**config.mk**
```make
export PLATFORM = sky130hd
export DESIGN_NAME = turnstile_credit_controller
export DESIGN_NICKNAME = d
export VERILOG_FILES = /design/src/rtl/turnstile_credit_controller.sv
export SDC_FILE = /design/constraint.sdc
export NUM_CORES = 1
export LEC_CHECK = 0
export ABC_AREA = 1
export BUFFER_PORTS_ARGS = -buffer_cell sky130_fd_sc_hd__buf_2
export CORE_ASPECT_RATIO = 1.2
export CORE_UTILIZATION = 30
export DETAILED_ROUTE_END_ITERATION = 8
export PLACE_DENSITY_LB_ADDON = 0.1
export REMOVE_ABC_BUFFERS = 1
export SETUP_SLACK_MARGIN = 0.3
export SLEW_MARGIN = 20
export SYNTH_ARGS = -nofsm -noshare
export SYNTH_HDL_FRONTEND = slang
export SYNTH_SLANG_ARGS = --single-unit
```
**constraint.sdc**
```tcl
create_clock -name clk -period 3.9 [get_ports clk]
set_input_delay 0.39 -clock clk [delete_from_list [all_inputs] [get_ports clk]]
set_output_delay 0.39 -clock clk [all_outputs]
set_load 0.1 [all_outputs]
```
**src/rtl/turnstile_credit_controller.sv**
```systemverilog
// turnstile_credit_controller: coin/push turnstile with multi-coin pricing,
// banked credits, coin refund on saturation, timed alarm and pass counter.
// Ports: clk, rst (sync, active-high), coin, push (1-cycle pulses) in;
// locked, alarm, credit, coin_reject, timeout, pass_count out (registered).
// Optional: define TURNSTILE_IDLE_TIMEOUT_EN to build the idle relock timer;
// without it credit never expires and timeout is tied to 0.
module turnstile_credit_controller #(
  parameter int PRICE        = 1,
  parameter int MAX_CREDIT   = 3,
  parameter int CREDIT_W     = 4,
  parameter int ALARM_CYCLES = 2,
  parameter int TIMEOUT      = 16,
  parameter int COUNT_W      = 16
) (
  input  logic                clk,
  input  logic                rst,
  input  logic                coin,
  input  logic                push,
  output logic                locked,
  output logic                alarm,
  output logic [CREDIT_W-1:0] credit,
  output logic                coin_reject,
  output logic                timeout,
  output logic [COUNT_W-1:0]  pass_count
);

  localparam int AW = (PRICE > 1) ? $clog2(PRICE) : 1;
  localparam int TW = $clog2(ALARM_CYCLES + 1);

  localparam logic [CREDIT_W-1:0] MAXC   = CREDIT_W'(MAX_CREDIT);
  localparam logic [AW:0]         PRICEV = (AW+1)'(PRICE);
  localparam logic [TW-1:0]       ALMV   = TW'(ALARM_CYCLES);

  typedef enum logic {
    S_LOCKED,
    S_OPEN
  } state_t;

  state_t              state_q, state_d;
  logic [CREDIT_W-1:0] credit_q, credit_d;
  logic [AW-1:0]       acc_q, acc_d;
  logic [TW-1:0]       alm_q, alm_d;
  logic                alarm_q, alarm_d;
  logic                rej_q, rej_d;
  logic [COUNT_W-1:0]  pass_q, pass_d;

  logic                legal;
  logic                illegal;
  logic [CREDIT_W-1:0] cred_ap;
  logic [AW:0]         acc_inc;

`ifdef TURNSTILE_IDLE_TIMEOUT_EN
  localparam int IW = $clog2(TIMEOUT + 1);
  localparam logic [IW-1:0] TOV = IW'(TIMEOUT);

  logic [IW-1:0] idle_q, idle_d;
  logic          to_q, to_d;

  always_ff @(posedge clk) begin
    if (rst) begin
      idle_q <= '0;
      to_q   <= 1'b0;
    end else begin
      idle_q <= idle_d;
      to_q   <= to_d;
    end
  end

  assign timeout = to_q;
`else
  assign timeout = 1'b0;
`endif

  always_ff @(posedge clk) begin
    if (rst) begin
      state_q  <= S_LOCKED;
      credit_q <= '0;
      acc_q    <= '0;
      alm_q    <= '0;
      alarm_q  <= 1'b0;
      rej_q    <= 1'b0;
      pass_q   <= '0;
    end else begin
      state_q  <= state_d;
      credit_q <= credit_d;
      acc_q    <= acc_d;
      alm_q    <= alm_d;
      alarm_q  <= alarm_d;
      rej_q    <= rej_d;
      pass_q   <= pass_d;
    end
  end

  always_comb begin
    legal    = push && (credit_q != '0);
    illegal  = push && (credit_q == '0);
    // push is judged against the old credit before any coin lands
    cred_ap  = credit_q - CREDIT_W'(legal);
    acc_inc  = {1'b0, acc_q} + (AW+1)'(1);
    credit_d = cred_ap;
    acc_d    = acc_q;
    rej_d    = 1'b0;
    pass_d   = pass_q;
    alm_d    = alm_q;

    if (legal) begin
      pass_d = pass_q + COUNT_W'(1);
    end

    if (illegal) begin
      alm_d = ALMV;
    end else if (legal) begin
      alm_d = '0;
    end else if (alm_q != '0) begin
      alm_d = alm_q - TW'(1);
    end

    if (coin) begin
      if (acc_inc == PRICEV) begin
        if (cred_ap < MAXC) begin
          credit_d = cred_ap + CREDIT_W'(1);
          acc_d    = '0;
        end else begin
          // refund: the completing coin is dropped, accumulator untouched
          rej_d = 1'b1;
        end
      end else begin
        acc_d = acc_inc[AW-1:0];
      end
    end

`ifdef TURNSTILE_IDLE_TIMEOUT_EN
    idle_d = '0;
    to_d   = 1'b0;
    if ((credit_q != '0) && !coin && !push) begin
      idle_d = idle_q + IW'(1);
      if (idle_d == TOV) begin
        idle_d   = '0;
        credit_d = '0;
        acc_d    = '0;
        to_d     = 1'b1;
      end
    end
`endif

    alarm_d = (alm_d != '0);
    state_d = (credit_d == '0) ? S_LOCKED : S_OPEN;
  end

  assign locked      = (state_q == S_LOCKED);
  assign alarm       = alarm_q;
  assign credit      = credit_q;
  assign coin_reject = rej_q;
  assign pass_count  = pass_q;

endmodule

```
---- Word-level counts from Yosys, hierarchy flattened ----
Cells that the tools add are included.
word-level totals
  register bits ........................... 26
  input bits .............................. 4
  output and inout bits ................... 24
  word-level logic and storage cells ...... 37
cells by class
  $add $sub $neg .......................... 5
  magnitude comparators ................... 1
  eq/ne operators ......................... 2
  muxes and demuxes ....................... 10
  bitwise operators ....................... 3
  reduce and logical (&&, ||, !) cells .... 9
operators by type and width
  kind                     count
  $add A16 B1 Y16 const B  1
  $mux W4                  3
  $logic_not A4 Y1         2
  $mux W2                  3
  $add A4 B1 Y4 const B    1
  $lt A4 B2 Y1 const B     1
  $mux W1                  4
  $reduce_bool A2 Y1       2
  $reduce_bool A4 Y1       1
  $sub A4 B1 Y4            1
  $not A1 Y1               3
  $reduce_or A3 Y1         1
  $add A1 B1 Y2 const B    1
  $eq A2 B1 Y1 const B     1
  $logic_and A1 B1 Y1      2
  $ne A2 B1 Y1 const B     1
  $reduce_and A2 Y1        1
  $sub A2 B1 Y2 const B    1

---- Depth between registers and ports, before layout ----
  depth in word-level cells ............... 9
  gate-level depth with buffers ........... 15
  mapped depth without buffers ............ 15

---- Worst setup path after synthesis ----
No wires, ideal clock.
  path kind ............................... reg2reg
  start ................................... register credit_q[3], in the netlist credit[3]
  end ..................................... register state_q
  library setup time ...................... 0.113 ns
  arrival ................................. 2.466 ns
  data required time ...................... 3.787 ns
  slack ................................... 1.320 ns
  cell stages (with the launch flop) ...... 14
  path buffers ............................ 0
  period minus slack after synthesis ...... 2.580 ns
  cells stage by stage .................... dfxtp_1 -> inv_1 -> nand3_2 -> nand2_2 -> inv_4 -> ha_1 -> ha_1 -> inv_1 -> ha_1 -> nand3b_1 -> nor2_2 -> nand3_1 -> nand3_1 -> nand2_1
on the way
  word-level cells in the longest chain between the ends .. 9
  elaborated cells on any way between the ends .. 10
  those cells by class .................... add/sub (2); order compare (1); mux (4); reduce/logical (3)
RTL lines
  element                                               RTL line  source
  from (decl)                                           40        logic [CREDIT_W-1:0] credit_q, credit_d;
  from (signal assigned)                                85        credit_q <= credit_d;
  $reduce_bool A4 Y1                                    95        legal = push && (credit_q != '0);
  $logic_and A1 B1 Y1                                   95
  $sub A4 B1 Y4 *                                       98        cred_ap = credit_q - CREDIT_W'(legal);
  $add A4 B1 Y4 / $lt A4 B2 Y1 (equally long branches)  121, 120
  $mux W4                                               120       if (cred_ap < MAXC) begin
  $mux W4                                               119       if (acc_inc == PRICEV) begin
  $mux W4 *                                             118       if (coin) begin
  $logic_not A4 Y1 *                                    147       state_d = (credit_d == '0) ? S_LOCKED : S_OPEN;
  $mux W1 *                                             147
  to (signal assigned)                                  84        state_q <= state_d;
  to (decl)                                             39        state_t state_q, state_d;
Mark *: on every way between the ends. The rest lies on a longest branch, timed or not.
A chain may end at the register's enable or synchronous reset.

---- Final worst setup path ----
  start ................................... register credit_q[1], in the netlist credit[1]
  end ..................................... register state_q
Same word-level chain as after synthesis.

==> flow_summary.ini <==
[finish]
stdcell_area_sq_um = 1572
final_nets = 227
synthToLayoutAreaGrowth_pct = 16.08
num_antenna_cells = 0
layout-drive-gt1-share = 0.2156

[timing]
final.period_utilization = 0.6031
rsz0062_at_grt = false
setup_tns_ns = 0
min_period_ns = 2.352
setup_viol = 0
clock.fmax_mhz = 425.1
worst_clock_skew_ns = 0.004721
final_hold_viol_count = 0
drv_slew = 0
finalWorstSetupSlack_ns = 1.548

[detailed_routing]
avgViaCountPerCell = 4.533
wirelength_mm = 3.051
vias = 1242
drc = 0
firstDrtPassIters = 4
drt_iter0_drc = 59
drtAntennaViolNets = 0
wire_per_inst_um = 11.14

[grt]
antenna_found_initial = 0
grt_usage = 0.1445
grt-ovfl-total = 0
grt_max_degree = 16
grt_pass1_vias = 1130
grt_pass1_wl_mm = 5.313

[place]
detailed_place_hpwl_mm = 2.376
place_ws_ns = 1.557
dpl_cell_area_sq_um = 1526
gp_congestion = 0.7877
placement.io_buffers = 26

[run_status]
status = completed

[clock_tree]
cts_hold_buf = 0
postCtsSetupRepairBufs = 0
cts_resized = 0
path_clk_slew_ns = 0.09
cts_root_buf = clkbuf_8
cts_htree_levels = 1
cts_max_path_buffers = 2
cts_sinks = 25
clk_latency_ns = 0.27
cts_tree = yes
cts_made_buffers = 3

[worst_setup_path]
crit_type = reg2reg
worst_path_most_repeated_cell = ha_1
crit_buf_inv = 2
worstPathArrival_ns = 2.57
crit_chain = nor2_2, nand3_2, nand2_2, inv_4, ha_1, ha_1, inv_1, ha_1, nand3b_1, nor2_2, nand3_1, nand3_1, nand2_1, nand2_1
critPathMaxStageDelay_ns = 0.33
path_delay_family = simple AND/OR/NAND/NOR gates
crit_slowest_cell = dfxtp_1
worst_setup_path_end_kind = flip-flop
crit_path_max_fanout = 11
startpoint_type = flip-flop
crit_required_ns = 4.11

[yosys]
ys_ff_latch = 25
syn-cell-area_sq_um = 1354
synth_cell_types = 27
yosys.area.top_type = dfxtp_1
synth_area_leaders = dfxtp_1 37%, nand2_1 12%, inv_1 6.9%
avgSynthCellArea_sq_um = 7.051
yosys_warnings = 0
synth_top_area_frac = 0.3697
yosysSeqAreaShare = 0.3697
syn_inst = 192

[die]
rows = 26
die_h_um = 75.59
io_pins = 28
core_area_sq_um = 4294
dieArea_sq_um = 4787
fp.dieW_um = 63.33
initial_core_util = 0.3153

[job]
maxCapViolations = 0

[power]
leakagePower_uw = 0.0007659
power_density_nw_per_um2 = 645.1
ir_worst_vdd_mv = 0.2027

[worst_hold_path]
hold_path_class = in2reg
-- cells in the mapped netlist --
master	instances
buf_2	1
buf_6	1
nand4_1	4
nor3_2	1
inv_2	1
inv_4	1
ha_1	4
and3_1	1
nor3_1	2
nor2_1	24
o21ai_0	8
nand2_1	45
nand3b_4	2
dfxtp_1	25
buf_4	1
nor3_4	1
nor2_4	2
nand3_2	2
nand3_1	14
nand2_2	5
xor2_1	3
nand3b_1	1
nor2_2	3
clkbuf_1	1
inv_1	25
conb_1	1
a21oi_1	13
-- placed cells by master, fill, tap and decap left out, types with 2 or more instances in the layout --
master | synthesis | final
nor3_1 | 2 | 2
o21ai_0 | 8 | 8
clkbuf_8 | 0 | 3
nor2_2 | 3 | 3
nand3_1 | 14 | 14
buf_2 | 1 | 26
nor2_4 | 2 | 2
inv_1 | 25 | 25
xor2_1 | 3 | 3
a21oi_1 | 13 | 13
ha_1 | 4 | 4
nor2_1 | 24 | 24
nand4_1 | 4 | 4
nand3_2 | 2 | 2
nand3b_4 | 2 | 2
nand2_2 | 5 | 5
nand2_1 | 45 | 45
dfxtp_1 | 25 | 25
-- final cells by class --
class	count	area, sq um
Sequential cell	25	500.5
Tap cell	56	70.07
Multi-Input combinational cell	136	721.9
Inverter	27	103.9
Timing Repair Buffer	26	130.1
Clock buffer	4	45.04
Fill cell	491	2723
-- metrics by stage --
stage	std cells	util	hold slack, ns	power, uW
6_report	274	0.3660	0.3877	1014
5_1_grt	274	0.3660	0.3770	1095
4_1_cts	274	0.3660	0.3788	1031
3_5_place_dp	270	0.3555	0.4607	872.1
3_3_place_gp	270	0.3555	0.4615	876.8
2_1_floorplan	188	-	0.4390	784.2
-- cells by family after synthesis --
family / Yosys count / synth area share
adders and majority gates: 4 / 0.03697
DFF: 25 / 0.3697
and+or+nand+nor: 107 / 0.3965
other: 1 / 0.002770
xor gates and xnor gates: 3 / 0.01941
buffers and inverters: 31 / 0.09704
AOI/OAI and AO/OA: 21 / 0.07763
-- routing by layer --
layer,global-route usage,up-vias,part of all wire
li1,-,658,-
met1,0.1742,563,0.45
met2,0.2612,19,0.51
met3,0.01796,2,0.029
met4,0.06061,0,0.0088
met5,0,-,0
-- power breakdown --
group          leakage, uW  switching, uW  total [uW]  internal [uW]
Combinational     0.000540            429         541            112
Sequential        0.000203           24.4         318            294
Clock            0.0000228           82.1         155           73.1
-- worst paths after layout --
| check | endpoint | cells past startpoint | start | slack (ns) |
|---|---|---|---|---|
| min reg2reg | alm_q[0]$_SDFF_PP0_ | 2 | alm_q[1]$_SDFF_PP0_ | 0.47 |
| max | state_q$_SDFF_PP0_ | 14 | credit[1]$_SDFF_PP0_ | 1.55 |
| min | coin_reject$_SDFF_PP0_ | 3 | coin | 0.39 |
| max reg2reg | state_q$_SDFF_PP0_ | 14 | credit[1]$_SDFF_PP0_ | 1.55 |
-- registers in the layout (all words and copies together) (netlist names) --
register,flops
credit,4
pass_count,16
alarm,1
coin_reject,1
state_q,1
alm_q,2
-- worst reg2reg max path, delay by kind of cell (launching register included) --
kind | cells | cell delay [ns]
flops | 1 | 0.33
simple gates | 9 | 1.14
buf+inv | 2 | 0.15
fa+ha+maj | 3 | 0.69
No activity file was read; power rests on OpenSTA's default activity.
